### config.mk
export PLATFORM = sky130hd
export DESIGN_NAME = reg_file_param
export DESIGN_NICKNAME = d
export VERILOG_FILES = /design/src/rtl/reg_file_param.sv
export SDC_FILE = /design/constraint.sdc
export NUM_CORES = 2
export LEC_CHECK = 0
export CELL_PAD_IN_SITES_DETAIL_PLACEMENT = 2
export CELL_PAD_IN_SITES_GLOBAL_PLACEMENT = 2
export CORE_MARGIN = 2
export CORE_UTILIZATION = 42
export CTS_BUF_LIST = sky130_fd_sc_hd__clkbuf_4 sky130_fd_sc_hd__clkbuf_8
export DETAILED_ROUTE_END_ITERATION = 16
export PLACE_DENSITY_LB_ADDON = 0.3
export SKIP_LAST_GASP = 1
export SLEW_MARGIN = 25
export SYNTH_ARGS = -nofsm -noshare
export SYNTH_HDL_FRONTEND = slang
export SYNTH_SLANG_ARGS = --single-unit
export TNS_END_PERCENT = 1
### constraint.sdc
create_clock -name clk -period 3.2 [get_ports clk]
set_input_delay 0.48 -clock clk [delete_from_list [all_inputs] [get_ports clk]]
set_output_delay 0.48 -clock clk [all_outputs]
set_load 0.005 [all_outputs]
### src/rtl/reg_file_param.sv
// Parametrised CPU register file: byte-enabled write port, NUM_RD combinational
// read ports, optional hardwired zero register, write bypass and sequenced clear.
module reg_file_param #(
  parameter int DATA_W  = 32,
  parameter int ADDR_W  = 5,
  parameter int NUM_RD  = 2,
  parameter int ZERO_R0 = 1,
  parameter int BYPASS  = 1
) (
  input  logic                       clk,
  input  logic                       reset,
  input  logic [NUM_RD*ADDR_W-1:0]   r_addr,
  output logic [NUM_RD*DATA_W-1:0]   r_data,
  input  logic                       w_en,
  input  logic [ADDR_W-1:0]          w_addr,
  input  logic [DATA_W-1:0]          w_data,
  input  logic [DATA_W/8-1:0]        w_be,
  output logic                       w_ready,
  input  logic                       clear_req,
  output logic                       busy,
  output logic                       clear_done
);

  localparam int DEPTH = 1 << ADDR_W;
  localparam int BE_W  = DATA_W / 8;
  localparam logic [ADDR_W:0] LAST_IDX = (ADDR_W + 1)'(DEPTH - 1);

  typedef enum logic {
    S_IDLE,
    S_CLEAR
  } state_t;

  state_t            state;
  state_t            state_nxt;
  logic [ADDR_W:0]   clr_cnt;
  logic [DATA_W-1:0] mem [DEPTH];
  logic              clr_last;
  logic              wr_accept;
  logic              wr_commit;

  function automatic logic [DATA_W-1:0] merge_bytes(input logic [DATA_W-1:0] old_v,
                                                    input logic [DATA_W-1:0] new_v,
                                                    input logic [BE_W-1:0]   be);
    logic [DATA_W-1:0] res;
    res = old_v;
    for (int j = 0; j < BE_W; j++) begin
      if (be[j]) res[8*j +: 8] = new_v[8*j +: 8];
    end
    return res;
  endfunction

  assign clr_last  = (state == S_CLEAR) && (clr_cnt == LAST_IDX);
  assign wr_accept = w_en && w_ready;
  // Writes to entry 0 are still handshaken when it is hardwired, just dropped.
  assign wr_commit = wr_accept && !((ZERO_R0 != 0) && (w_addr == '0));

  // NOTE: every output of a combinational block gets a default first so no latch is inferred.
  always_comb begin
    state_nxt = state;
    w_ready   = 1'b0;
    busy      = 1'b0;
    unique case (state)
      S_IDLE: begin
        w_ready = 1'b1;
        if (clear_req) state_nxt = S_CLEAR;
      end
      S_CLEAR: begin
        busy = 1'b1;
        if (clr_last) state_nxt = S_IDLE;
      end
      default: state_nxt = S_IDLE;
    endcase
  end

  // NOTE: sequential state uses non-blocking assignments so every flop samples pre-edge values.
  always_ff @(posedge clk) begin
    if (reset) begin
      state      <= S_IDLE;
      clr_cnt    <= '0;
      clear_done <= 1'b0;
    end else begin
      state      <= state_nxt;
      clear_done <= clr_last;
      // Holding the counter at 0 in IDLE is the same as loading it on clear_req.
      if (state == S_IDLE) clr_cnt <= '0;
      else                 clr_cnt <= clr_cnt + 1'b1;
    end
  end

  // NOTE: the array is reset on purpose (reset must zero every entry), which keeps it in flops.
  always_ff @(posedge clk) begin
    if (reset) begin
      for (int i = 0; i < DEPTH; i++) mem[i] <= '0;
    end else if (state == S_CLEAR) begin
      mem[clr_cnt[ADDR_W-1:0]] <= '0;
    end else if (wr_commit) begin
      mem[w_addr] <= merge_bytes(mem[w_addr], w_data, w_be);
    end
  end

  for (genvar k = 0; k < NUM_RD; k++) begin : g_rd
    logic [ADDR_W-1:0] ra;
    logic [DATA_W-1:0] raw;
    logic [DATA_W-1:0] fwd;

    assign ra  = r_addr[k*ADDR_W +: ADDR_W];
    assign raw = mem[ra];
    assign fwd = ((BYPASS != 0) && wr_commit && (ra == w_addr))
                 ? merge_bytes(raw, w_data, w_be) : raw;
    assign r_data[k*DATA_W +: DATA_W] = ((ZERO_R0 != 0) && (ra == '0)) ? '0 : fwd;
  end

endmodule

==> flow_metrics.tcl <==
set metrics [dict create \
    timing.fmax_mhz 258 \
    yosys.area.top_type_share_pct 55.7 \
    slew_headroom_pct 17.7 \
    via_count 52000 \
    syn-instance-count 4281 \
    cp.buffers_inverters 3 \
    drive_above_1_share_pct 35.4 \
    firstDrtPassIters 6 \
    cp-start-kind "flop" \
    grt_usage_pct 48.5 \
    min_path_type "in2reg" \
    dr_wl_met2_mm 147 \
    overflow 0 \
    power_per_cell_area_nw_per_um2 493 \
    top_layer "met5" \
    clk_pin_slew_ns 0.08 \
    drt_iter0_drc 8761 \
    synth_cell_types 62 \
    vdd_drop_max_uv 554 \
    place.port_buffers 121 \
    crit_chain "buf_4 -> nor2_1 -> buf_4 -> nand3_1 -> buf_4 -> nor2_1 -> nand2_1 -> nor2_1" \
    wl_mm 331 \
    finalPower_mw 35.1 \
    htree_levels 4 \
    worst_pin_slew_ns 1.23 \
    cts.sinks 1032 \
    core_sq_um 131000 \
    clkLatencyLatePin_ns 1.02 \
    synth_common_cells "nor2_1 (1098), edfxtp_1 (1024), mux4_2 (369)" \
    drv_cap 0 \
    yosys_most_used_dff "edfxtp_1" \
    numCtsBuffers 184 \
    cts_buffer_depth 3 \
    ys_ff_latch 1032 \
    initial_core_util_pct 42.2 \
    die_x_um 367 \
    antenna_found_initial 14 \
    cp_slowest_cell "nor2_1" \
    slew_violations 0 \
    grt_pass1_vias 55400 \
    grt_max_degree 136 \
    worstPathArrival_ns 4.67 \
    whs_ns 0.315 \
    power_leakage_nw 25.6 \
    wl_met1_mm 104 \
    rsz0062_at_grt "yes" \
    finalClockSkew_ns 0.0988 \
    wl_met3_mm 45.8 \
    antenna_left 0 \
    wl_per_cell_um 46.8 \
    critPathMaxStageDelay_ns 0.87 \
    num-nets-final 5227 \
    synthToLayoutAreaGrowth_pct 28.9 \
    required_ns 3.99 \
    crit_path_end_kind "flop" \
    synth.yosys.seq_area_share_pct 56.0 \
    drc_errors 0 \
    dpl_worst_slack_ns -1.05 \
    die_h_um 367 \
    placedCellCount 6698 \
    cts_hold_buf 0 \
    synth.most_common_cell "nor2_1" \
    tns_ns -73.53 \
    cp_max_fo 8 \
    fp-row-count 133 \
    vias_per_cell 7.35 \
    cts_root_buf "clkbuf_8" \
    period_share_pct 121 \
    synthTopCellsByArea "edfxtp_1 (56%), mux4_2 (15%), nor2_1 (7.5%)" \
    ios 122 \
    cts_tree "yes" \
    async_reset_ff_share_pct 0 \
    fin_crit_ns 3.88 \
    avgSynthCellArea_sq_um 12.9 \
    dieArea_sq_um 134000 \
    hold_viol 0 \
    synthesis.area_sq_um 55200 \
    setup_viol_count_final 329 \
    violations "negative setup slack" \
    synth_warnings 0 \
    fin_ws_ns -0.682 \
    synth_edf_count 1024 \
    critPathTopFamily "simple AND/OR/NAND/NOR gates" \
    instances_no_fill 7078 \
    worstSetupPathType "reg2reg" \
    grt_pass1_wl_mm 457 \
    outcome "finished with violations" \
    hpwl_mm 199 \
    synth_top_cell_by_area "edfxtp_1" \
    gp_congestion 0.952 \
]
-- registers in the layout (all words and copies together) (netlist names) --
signal / cells
clr_cnt: 6
state: 1
mem: 1024
clear_done: 1
-- through the flow --
step                util (%)  area, sq um
CTS                     54.1        70900
global placement        50.4        66000
finish                  54.4        71200
floorplan                  -        55300
detailed placement      50.4        66000
global route            54.3        71200
-- path summary, 6_finish.rpt --
path,startpoint,end,slack (ns),cells after the start
setup / recovery,state,mem[27][7],-0.68,8
hold / removal,reset,state,0.31,3
setup reg to reg,state,mem[27][7],-0.68,8
hold reg to reg,clr_cnt[5],clr_cnt[5],0.72,2
-- per-layer routing --
layer  vias to the layer above  global-route usage, %
met2                      5512                   74.7
met1                     26100                   53.7
li1                      18200                      -
met4                        12                   39.7
met5                         -                      0
met3                      2150                   17.9
-- worst reg2reg max path, cell delays in order (launching register included) --
cell and delay, ns:
dfxtp_2 0.41, buf_4 0.18, nor2_1 0.50, buf_4 0.25, nand3_1 0.15, buf_4 0.21
nor2_1 0.87, nand2_1 0.63, nor2_1 0.44
-- power by group --
group          internal (mW)  switching, mW
combinational           2.41           3.80
clock                   6.25           6.91
sequential              15.3          0.412
-- placed cells by master (no fill, tap or decap), drive strengths merged, types with 16 or more instances in the layout --
cell type      count
nor2            1098
edfxtp          1024
buf              945
mux4             369
mux2i            367
clkbuf           248
nand2            191
nand3            113
o21bai           112
o21ai            100
a21oi             75
clkinv            69
a221oi            66
a221o             63
clkdlybuf4s50     49
o22ai             43
a22oi             38
a31oi             35
conb              32
a211oi            32
inv               29
dlygate4sd2       28
nor3              18
nand2b            17
nor3b             16
-- layout make-up --
type                    count  area [sq um]
diodes                     12          30.0
clock buffers             245          3000
clock inverters            81           455
fillers                 12100         59800
inverters                  23          86.3
multi-input cells        2893         24500
flip-flops and latches   1032         30900
well taps                1755          2200
repair buffers           1037         10100
-- cells by family after synthesis --
kind of cell	after synthesis	synth area share [%]
compound gates	618	8.00
mux	743	21.9
other cells	1	0.00679
buf+inv	387	3.08
fa+ha+maj	1	0.0227
xor+xnor	13	0.206
simple gates	1486	10.8
flops	1032	56.0
-- what timing repair did --
| action | CTS | global route |
|---|---|---|
| gates resized for setup | 435 | 44 |
| setup endpoints to repair | 64 | 132 |
| buffers inserted | 51 | 9 |
| pin swaps | 96 | 19 |
Note: power is estimated with default switching activity, not from simulation.
